<file path="config.mk">
export PLATFORM = sky130hd
export DESIGN_NAME = conv_window_sequencer
export DESIGN_NICKNAME = d
export VERILOG_FILES = /design/src/rtl/conv_pkg.sv /design/src/rtl/raster_pos_counter.sv /design/src/rtl/conv_window_sequencer.sv
export SDC_FILE = /design/constraint.sdc
export NUM_CORES = 1
export LEC_CHECK = 0
export CAP_MARGIN = 20
export CELL_PAD_IN_SITES_DETAIL_PLACEMENT = 0
export CELL_PAD_IN_SITES_GLOBAL_PLACEMENT = 1
export CORE_UTILIZATION = 35
export CTS_CLUSTER_DIAMETER = 50
export DETAILED_ROUTE_END_ITERATION = 10
export PLACE_DENSITY_LB_ADDON = 0.1
export SLEW_MARGIN = 20
export SYNTH_ARGS = -nofsm -noshare
export SYNTH_HDL_FRONTEND = slang
export SYNTH_HIERARCHICAL = 1
export SYNTH_SLANG_ARGS = --single-unit
</file>
<file path="constraint.sdc">
create_clock -name clock -period 6.2 [get_ports clock]
set_clock_uncertainty 0.15 [all_clocks]
set_input_delay 1.55 -clock clock [delete_from_list [all_inputs] [get_ports clock]]
set_output_delay 1.55 -clock clock [all_outputs]
set_load 0.02 [all_outputs]
</file>
<file path="src/rtl/conv_pkg.sv">
// Shared types and geometry defaults for the 3x3 convolution window sequencer.
package conv_pkg;

    typedef enum logic [1:0] {
        IDLE,
        FILL,
        STREAM,
        DONE
    } seq_state_t;

    // Counter width needed to hold values 0..n-1, never narrower than one bit.
    function automatic int cnt_width(input int n);
        return (n <= 1) ? 1 : $clog2(n);
    endfunction

    localparam int DEF_BITWIDTH     = 8;
    localparam int DEF_FILTER_WIDTH = 3;
    localparam int DEF_IMG_WIDTH    = 28;
    localparam int DEF_IMG_HEIGHT   = 28;

    localparam int DEF_ROW_W = cnt_width(DEF_IMG_HEIGHT);
    localparam int DEF_COL_W = cnt_width(DEF_IMG_WIDTH);

endpackage

</file>
<file path="src/rtl/raster_pos_counter.sv">
// Raster-order column/row position of the next pixel to be accepted.
module raster_pos_counter
    import conv_pkg::*;
#(
    parameter int IMG_WIDTH  = DEF_IMG_WIDTH,
    parameter int IMG_HEIGHT = DEF_IMG_HEIGHT,
    parameter int COL_W      = DEF_COL_W,
    parameter int ROW_W      = DEF_ROW_W
) (
    input  logic             clock,
    input  logic             reset,
    input  logic             clear,
    input  logic             advance,
    output logic [ROW_W-1:0] row,
    output logic [COL_W-1:0] col,
    output logic             row_end,
    output logic             last
);

    assign row_end = (col == COL_W'(IMG_WIDTH - 1));
    assign last    = row_end && (row == ROW_W'(IMG_HEIGHT - 1));

    // Step one pixel per advance; wrap columns into the next row, never past the last row.
    always_ff @(posedge clock or posedge reset) begin
        if (reset) begin
            row <= '0;
            col <= '0;
        end else if (clear) begin
            row <= '0;
            col <= '0;
        end else if (advance) begin
            if (row_end) begin
                col <= '0;
                if (!last) begin
                    row <= row + 1'b1;
                end
            end else begin
                col <= col + 1'b1;
            end
        end
    end

endmodule

</file>
<file path="src/rtl/conv_window_sequencer.sv">
// Frame sequencer for the sliding-window convolution datapath: accepts a raster
// pixel stream, drives line-buffer enables and tags complete windows.
module conv_window_sequencer
    import conv_pkg::*;
#(
    parameter int bitwidth    = DEF_BITWIDTH,
    parameter int filterWidth = DEF_FILTER_WIDTH,
    parameter int imgWidth    = DEF_IMG_WIDTH,
    parameter int imgHeight   = DEF_IMG_HEIGHT
) (
    input  logic                            clock,
    input  logic                            reset,
    input  logic                            start,
    input  logic                            abort,
    input  logic                            pix_valid,
    output logic                            pix_ready,
    output logic [filterWidth-2:0]          buf_wr_en,
    output logic [filterWidth-2:0]          buf_rd_en,
    output logic                            win_valid,
    output logic [cnt_width(imgHeight)-1:0] out_row,
    output logic [cnt_width(imgWidth)-1:0]  out_col,
    output logic                            busy,
    output logic                            done
);

    localparam int ROW_W = cnt_width(imgHeight);
    localparam int COL_W = cnt_width(imgWidth);
    localparam int CNT_W = cnt_width(imgWidth * imgHeight + 1);
    localparam int DEPTH = imgWidth - filterWidth;
    localparam int OCC_W = cnt_width(DEPTH + 1);

    // Pixel width only matters to the datapath; an illegal geometry elaborates
    // this empty marker block so it shows up in the hierarchy.
    if (bitwidth < 1 || imgWidth <= filterWidth || imgHeight < filterWidth) begin : g_bad_geometry
    end

    seq_state_t       state_reg;
    seq_state_t       state_next;
    logic             clear;
    logic             acc;
    logic             win_hit;
    logic [ROW_W-1:0] row;
    logic [COL_W-1:0] col;
    logic             row_end;
    logic             last_pixel;
    logic [CNT_W-1:0] count_reg;
    logic             win_valid_reg;
    logic [ROW_W-1:0] out_row_reg;
    logic [COL_W-1:0] out_col_reg;

    // Ready drops while abort is high so an aborted pixel is never counted as taken.
    assign pix_ready = ((state_reg == FILL) || (state_reg == STREAM)) && !abort;
    assign acc       = pix_valid && pix_ready;
    assign busy      = (state_reg == FILL) || (state_reg == STREAM);
    assign done      = (state_reg == DONE);

    raster_pos_counter #(
        .IMG_WIDTH (imgWidth),
        .IMG_HEIGHT(imgHeight),
        .COL_W     (COL_W),
        .ROW_W     (ROW_W)
    ) u_pos (
        .clock  (clock),
        .reset  (reset),
        .clear  (clear),
        .advance(acc),
        .row    (row),
        .col    (col),
        .row_end(row_end),
        .last   (last_pixel)
    );

    // State register.
    always_ff @(posedge clock or posedge reset) begin
        if (reset) begin
            state_reg <= IDLE;
        end else begin
            state_reg <= state_next;
        end
    end

    // Next-state logic; clear restarts all counters on a new frame or an abort.
    always_comb begin
        state_next = state_reg;
        clear      = 1'b0;
        case (state_reg)
            IDLE: begin
                if (start) begin
                    state_next = FILL;
                    clear      = 1'b1;
                end
            end
            FILL: begin
                if (abort) begin
                    state_next = IDLE;
                    clear      = 1'b1;
                end else if (acc && row_end && (row == ROW_W'(filterWidth - 2))) begin
                    state_next = STREAM;
                end
            end
            STREAM: begin
                if (abort) begin
                    state_next = IDLE;
                    clear      = 1'b1;
                end else if (acc && last_pixel) begin
                    state_next = DONE;
                end
            end
            DONE: begin
                state_next = IDLE;
            end
            default: begin
                state_next = IDLE;
            end
        endcase
    end

    // Number of pixels accepted so far this frame; drives the line-buffer write thresholds.
    always_ff @(posedge clock or posedge reset) begin
        if (reset) begin
            count_reg <= '0;
        end else if (clear) begin
            count_reg <= '0;
        end else if (acc) begin
            count_reg <= count_reg + 1'b1;
        end
    end

    // One line buffer per filter row except the newest: writes begin once enough
    // pixels have streamed past it, reads begin when it holds a full row gap.
    for (genvar gi = 0; gi < filterWidth - 1; gi++) begin : g_lbuf
        localparam int THRESH = (gi + 1) * filterWidth + gi * DEPTH;
        logic [OCC_W-1:0] occ_reg;

        assign buf_wr_en[gi] = acc && (count_reg >= CNT_W'(THRESH));
        assign buf_rd_en[gi] = acc && (occ_reg == OCC_W'(DEPTH));

        // Occupancy fills on writes and saturates at the buffer depth.
        always_ff @(posedge clock or posedge reset) begin
            if (reset) begin
                occ_reg <= '0;
            end else if (clear) begin
                occ_reg <= '0;
            end else if (buf_wr_en[gi] && (occ_reg != OCC_W'(DEPTH))) begin
                occ_reg <= occ_reg + 1'b1;
            end
        end
    end

    // Windows exist only once filterWidth rows and columns are in; no row-wrap windows.
    assign win_hit = acc && (row >= ROW_W'(filterWidth - 1)) && (col >= COL_W'(filterWidth - 1));

    // Window flag and output coordinates, one cycle after the completing pixel.
    always_ff @(posedge clock or posedge reset) begin
        if (reset) begin
            win_valid_reg <= 1'b0;
            out_row_reg   <= '0;
            out_col_reg   <= '0;
        end else begin
            win_valid_reg <= win_hit;
            if (win_hit) begin
                out_row_reg <= row - ROW_W'(filterWidth - 1);
                out_col_reg <= col - COL_W'(filterWidth - 1);
            end
        end
    end

    assign win_valid = win_valid_reg;
    assign out_row   = out_row_reg;
    assign out_col   = out_col_reg;

endmodule

</file>
* Word-level counts from Yosys, hierarchy flattened *
Cells that the tools add are included.

word-level totals
  logic and storage cells = 80
  register bits = 43
  input port bits = 5
  output and inout bits = 18

operators by class
  add/sub/neg operators = 7
  order comparisons = 4
  muxes and demuxes = 22
  reductions and logical operators = 24
  eq/ne operators = 14

operators by type and width
  kind                   number
  $mux 5                 11
  $add 5x1->5 const B    4
  $eq 5x5->1 const B     4
  $mux 10                2
  $logic_and 1x1->1      14
  $add 10x1->10 const B  1
  $ge 10x2->1 const B    1
  $ge 10x5->1 const B    1
  $ge 5x2->1 const B     2
  $mux 2                 5
  $ne 5x5->1 const B     2
  $sub 5x2->5 const B    2
  $pmux 2 s4             1
  $reduce_bool 2->1      4
  $ne 3x2->1 const B     2
  $reduce_and 3->1       2
  $eq 5x1->1 const B     1
  $eq 2x2->1 const B     2
  $ne 2x2->1 const B     2
  $eq 2x1->1 const B     1
  $logic_not 2->1        1
  $mux 1                 2
  $pmux 1 s2             1
  $reduce_or 2->1        1
  2 further kinds        2

* Logic depth before layout (Yosys ltp) *
  word-level depth = 9
  gate-level depth with buffers = 8
  mapped depth without buffers = 8

* Modules after synthesis *
Netlist, hierarchy kept.

by module, submodules not included
  module                 times used  cells each  area each (sq um)  seq. area each (sq um)
  conv_window_sequencer  1           180         1874.3             825.8
  raster_pos_counter     1           57          586.8              250.2

* Worst setup path before layout *
OpenSTA, ideal clock, no wires.

  kind = input to output
  from = input abort
  to = output buf_wr_en[0]
  buffers on the path = 0
  data arrival time = 2.234 ns
  stages on the path = 4
  setup slack = 2.266 ns
  path through = nand3b_4 -> clkinv_1 -> o31ai_4 -> inv_2

between the ends
  cells in the longest elaborated chain, start to end = 4

RTL lines
  item                RTL line                      source
  start: declaration  conv_window_sequencer.sv:14   input logic abort,
  $logic_not 1->1     conv_window_sequencer.sv:52   assign pix_ready = ((state_reg == FILL) || (state_reg == STREAM)) && !abort;
  $logic_and 1x1->1   conv_window_sequencer.sv:52
  $logic_and 1x1->1   conv_window_sequencer.sv:53   assign acc = pix_valid && pix_ready;
  via acc             conv_window_sequencer.sv:40   logic acc;
  $logic_and 1x1->1   conv_window_sequencer.sv:135  assign buf_wr_en[gi] = acc && (count_reg >= CNT_W'(THRESH));
  end: declaration    conv_window_sequencer.sv:17   output logic [filterWidth-2:0] buf_wr_en,

The timed path passes the listed nets, and every way through them passes these cells.

* Worst setup path after layout *
  from = input abort
  to = output buf_wr_en[1]

Same word-level chain as after synthesis.

==> qor.yml <==
status: "complete, no violations"
synth_top_area_cell: "dfrtp_1"
ys_warn_count: 6
die_w_um: 85.9
hold_violations: 0
startpoint_type: "primary input"
area_delta_synth_final_pct: 18.0
arrival_ps: 3520
worstReg2RegEnd: "u_pos/row[2]"
cp_max_fo: 15
drtPass1Iterations: 4
h-tree-depth: 2
clkLatencyLatePin_ps: 290
slew_violations: 0
fin_ws_ps: 983
synth_top_area_share_pct: 43.7
finalCritPeriodShare_pct: 84.2
cts-root-buf: "clkbuf_8"
dp_hpwl_mm: 3.34
startpoint: "abort"
reg2reg_depth: 8
initial_utilization_pct: 36.2
drive_gt1_share_pct: 14.3
gp_congestion: 0.704
syn_area_per_cell_um2: 10.4
grt_setup_unrepaired: "no"
endpoint_kind: "output pin"
crit_top_cell: "clkdlybuf4s50_1"
wl_met1_mm: 2.62
clock.fmax_ghz: 0.192
finalCriticalPeriod_ps: 5220
synth_cells: 237
synth-seq-cells: 43
wl_mm: 4.79
rr_startpoint: "state_reg[0]"
wl_per_cell_um: 13.3
cp_cell_sequence: "clkdlybuf4s50_1 -> nand3b_4 -> clkinv_1 -> buf_4 -> o31ai_4 -> inv_2 -> clkdlybuf4s50_1"
powerDensity_mw_per_mm2: 241
core-area_mm2: 0.00679
postRouteAntennaNets: 0
antenna_found_initial: 0
drt_iter0_drc: 65
relSlewSlack_pct: 71.1
hold_path_class: "flop to flop"
n_antenna_cell: 0
clock-sinks: 43
rows: 30
total_power_uw: 699
portBuffers: 22
drcViolationCount: 0
die_area_mm2: 0.00737
cts_resized: 0
pre_cts_ws_ps: 980
syn-num-nets: 256
grt_overflow_total: 0
grt_pass1_vias: 1686
cts_buffer_depth: 2
wl_met3_um: 119
num_vias: 1763
cp.required_ps: 4500
grt_max_degree: 34
fin_tns_setup_ps: 0
r2r_slack_ps: 3720
slowest_stage: "clkdlybuf4s50_1"
ir_drop_v: 0.000177
synth-edff-count: 0
cts_buffers: 5
hold_buffers: 0
synth_cell_types: 50
synth_area_mm2: 0.00246
maxCapViolations: 0
clkTransAtPathRegs_ps: 80
io_pins: 23
synthFlopType: "dfrtp_1"
worst_path_largest_cell_delay_ps: 600
fin_nets: 283
cts_setup_buffers: 0
endpoint: "buf_wr_en[1]"
yosys-top-cells-area: "dfrtp_1 (44%), ha_1 (7.1%), mux2_2 (4.1%)"
grt_pass1_wl_mm: 8.20
async_reset_ff_share_pct: 100
die_h_um: 85.9
tritoncts: "built"
yosysSeqAreaShare_pct: 43.7
drt-vias-per-instance: 4.88
track_usage_pct: 14.4
p_leak_uw: 0.00124
highest_layer: "met4"
worst_pin_slew_ps: 433
crit_type: "primary input to output pin"
met2_length_mm: 2.02
setup_violations: 0
## Yosys cell counts (2+ instances only)
cell type,number
dfrtp_1,43
a21oi_1,17
inv_1,17
nor2_1,16
ha_1,14
o21ai_0,10
mux2_2,9
nand2_1,8
xor2_1,8
nand2b_1,7
nand3_1,7
nor3_1,7
nand4_1,6
or3_2,6
xnor2_1,6
nand4b_1,4
clkbuf_1,3
mux2i_1,3
nor2b_1,3
or4_1,3
a311oi_1,2
and4b_1,2
buf_2,2
inv_2,2
mux2_1,2
nor3b_1,2
nor4_1,2
o31a_1,2
o31ai_4,2
or3_1,2
## metal layers
| metal | GRT usage, % | vias up |
|---|---|---|
| li1 | - | 899 |
| met1 | 20.6 | 842 |
| met2 | 21.3 | 20 |
| met3 | 4.23 | 2 |
| met4 | 3.64 | 0 |
| met5 | 0 | - |
## how the worst min path moves through the flow
| stage | cells past startpoint | start | slack, ps | endpoint |
|---|---|---|---|---|
| floorplan | 2 | count_reg[9] | 360 | count_reg[9] |
| global placement | 1 | out_col[1] | 340 | out_col[1] |
| detailed placement | 1 | out_col[4] | 350 | out_col[4] |
| CTS | 1 | out_col[3] | 370 | out_col[3] |
| global route | 1 | out_row[0] | 390 | out_row[0] |
| finish | 1 | out_col[4] | 360 | out_col[4] |
## cell families (layout without fill, tap and decap cells)
group                      after synthesis  count (layout)  share of synthesized area [%]
and+or+nand+nor                         86              86                           22.7
DFF                                     43              43                           43.7
AOI/OAI and AO/OA                       40              40                           11.0
buffers and inverters                   26              54                           4.22
adders and majority gates               14              14                           7.12
xor gates and xnor gates                14              14                           4.98
muxes                                   14              14                           6.25
## placed cells by master (no fill, tap or decap), types with 8 or more instances in the layout
master and instances:
xor2_1 8, ha_1 14, inv_1 17, nor2_1 15, clkdlybuf4s50_1 22, dfrtp_1 43, a21oi_1 17, nand2_1 8
mux2_2 9, o21ai_0 10
## report_power, final
| group | leakage [uW] | internal [uW] | switching, uW |
|---|---|---|---|
| registers | 0.000586 | 292 | 14.1 |
| clock network | 0.0000515 | 102 | 99.4 |
| logic | 0.000603 | 74.1 | 118 |
## stage by stage
step	util (%)	cell area, um^2	hold WS (ps)	cells
5_1_grt	42.8	2910	386	361
3_3_place_gp	41.3	2810	342	353
3_5_place_dp	41.3	2810	348	353
4_1_cts	42.8	2910	366	361
2_1_floorplan	-	2460	361	237
6_report	42.8	2910	361	361
## area by class of cell
class                      count  area, um^2
fill                         665        3890
multi-input combinational    168        1280
sequential                    43        1080
timing repair buffer          26         250
tap                           96         120
clock buffer                   8         100
inverter                      20        75.1
## worst max-delay path: cells and delay by family
kind,cells,cell delay (ps)
buf+inv,5,1550
simple gates,1,280
compound gates,1,140
No activity file was read; power rests on OpenSTA's default activity.
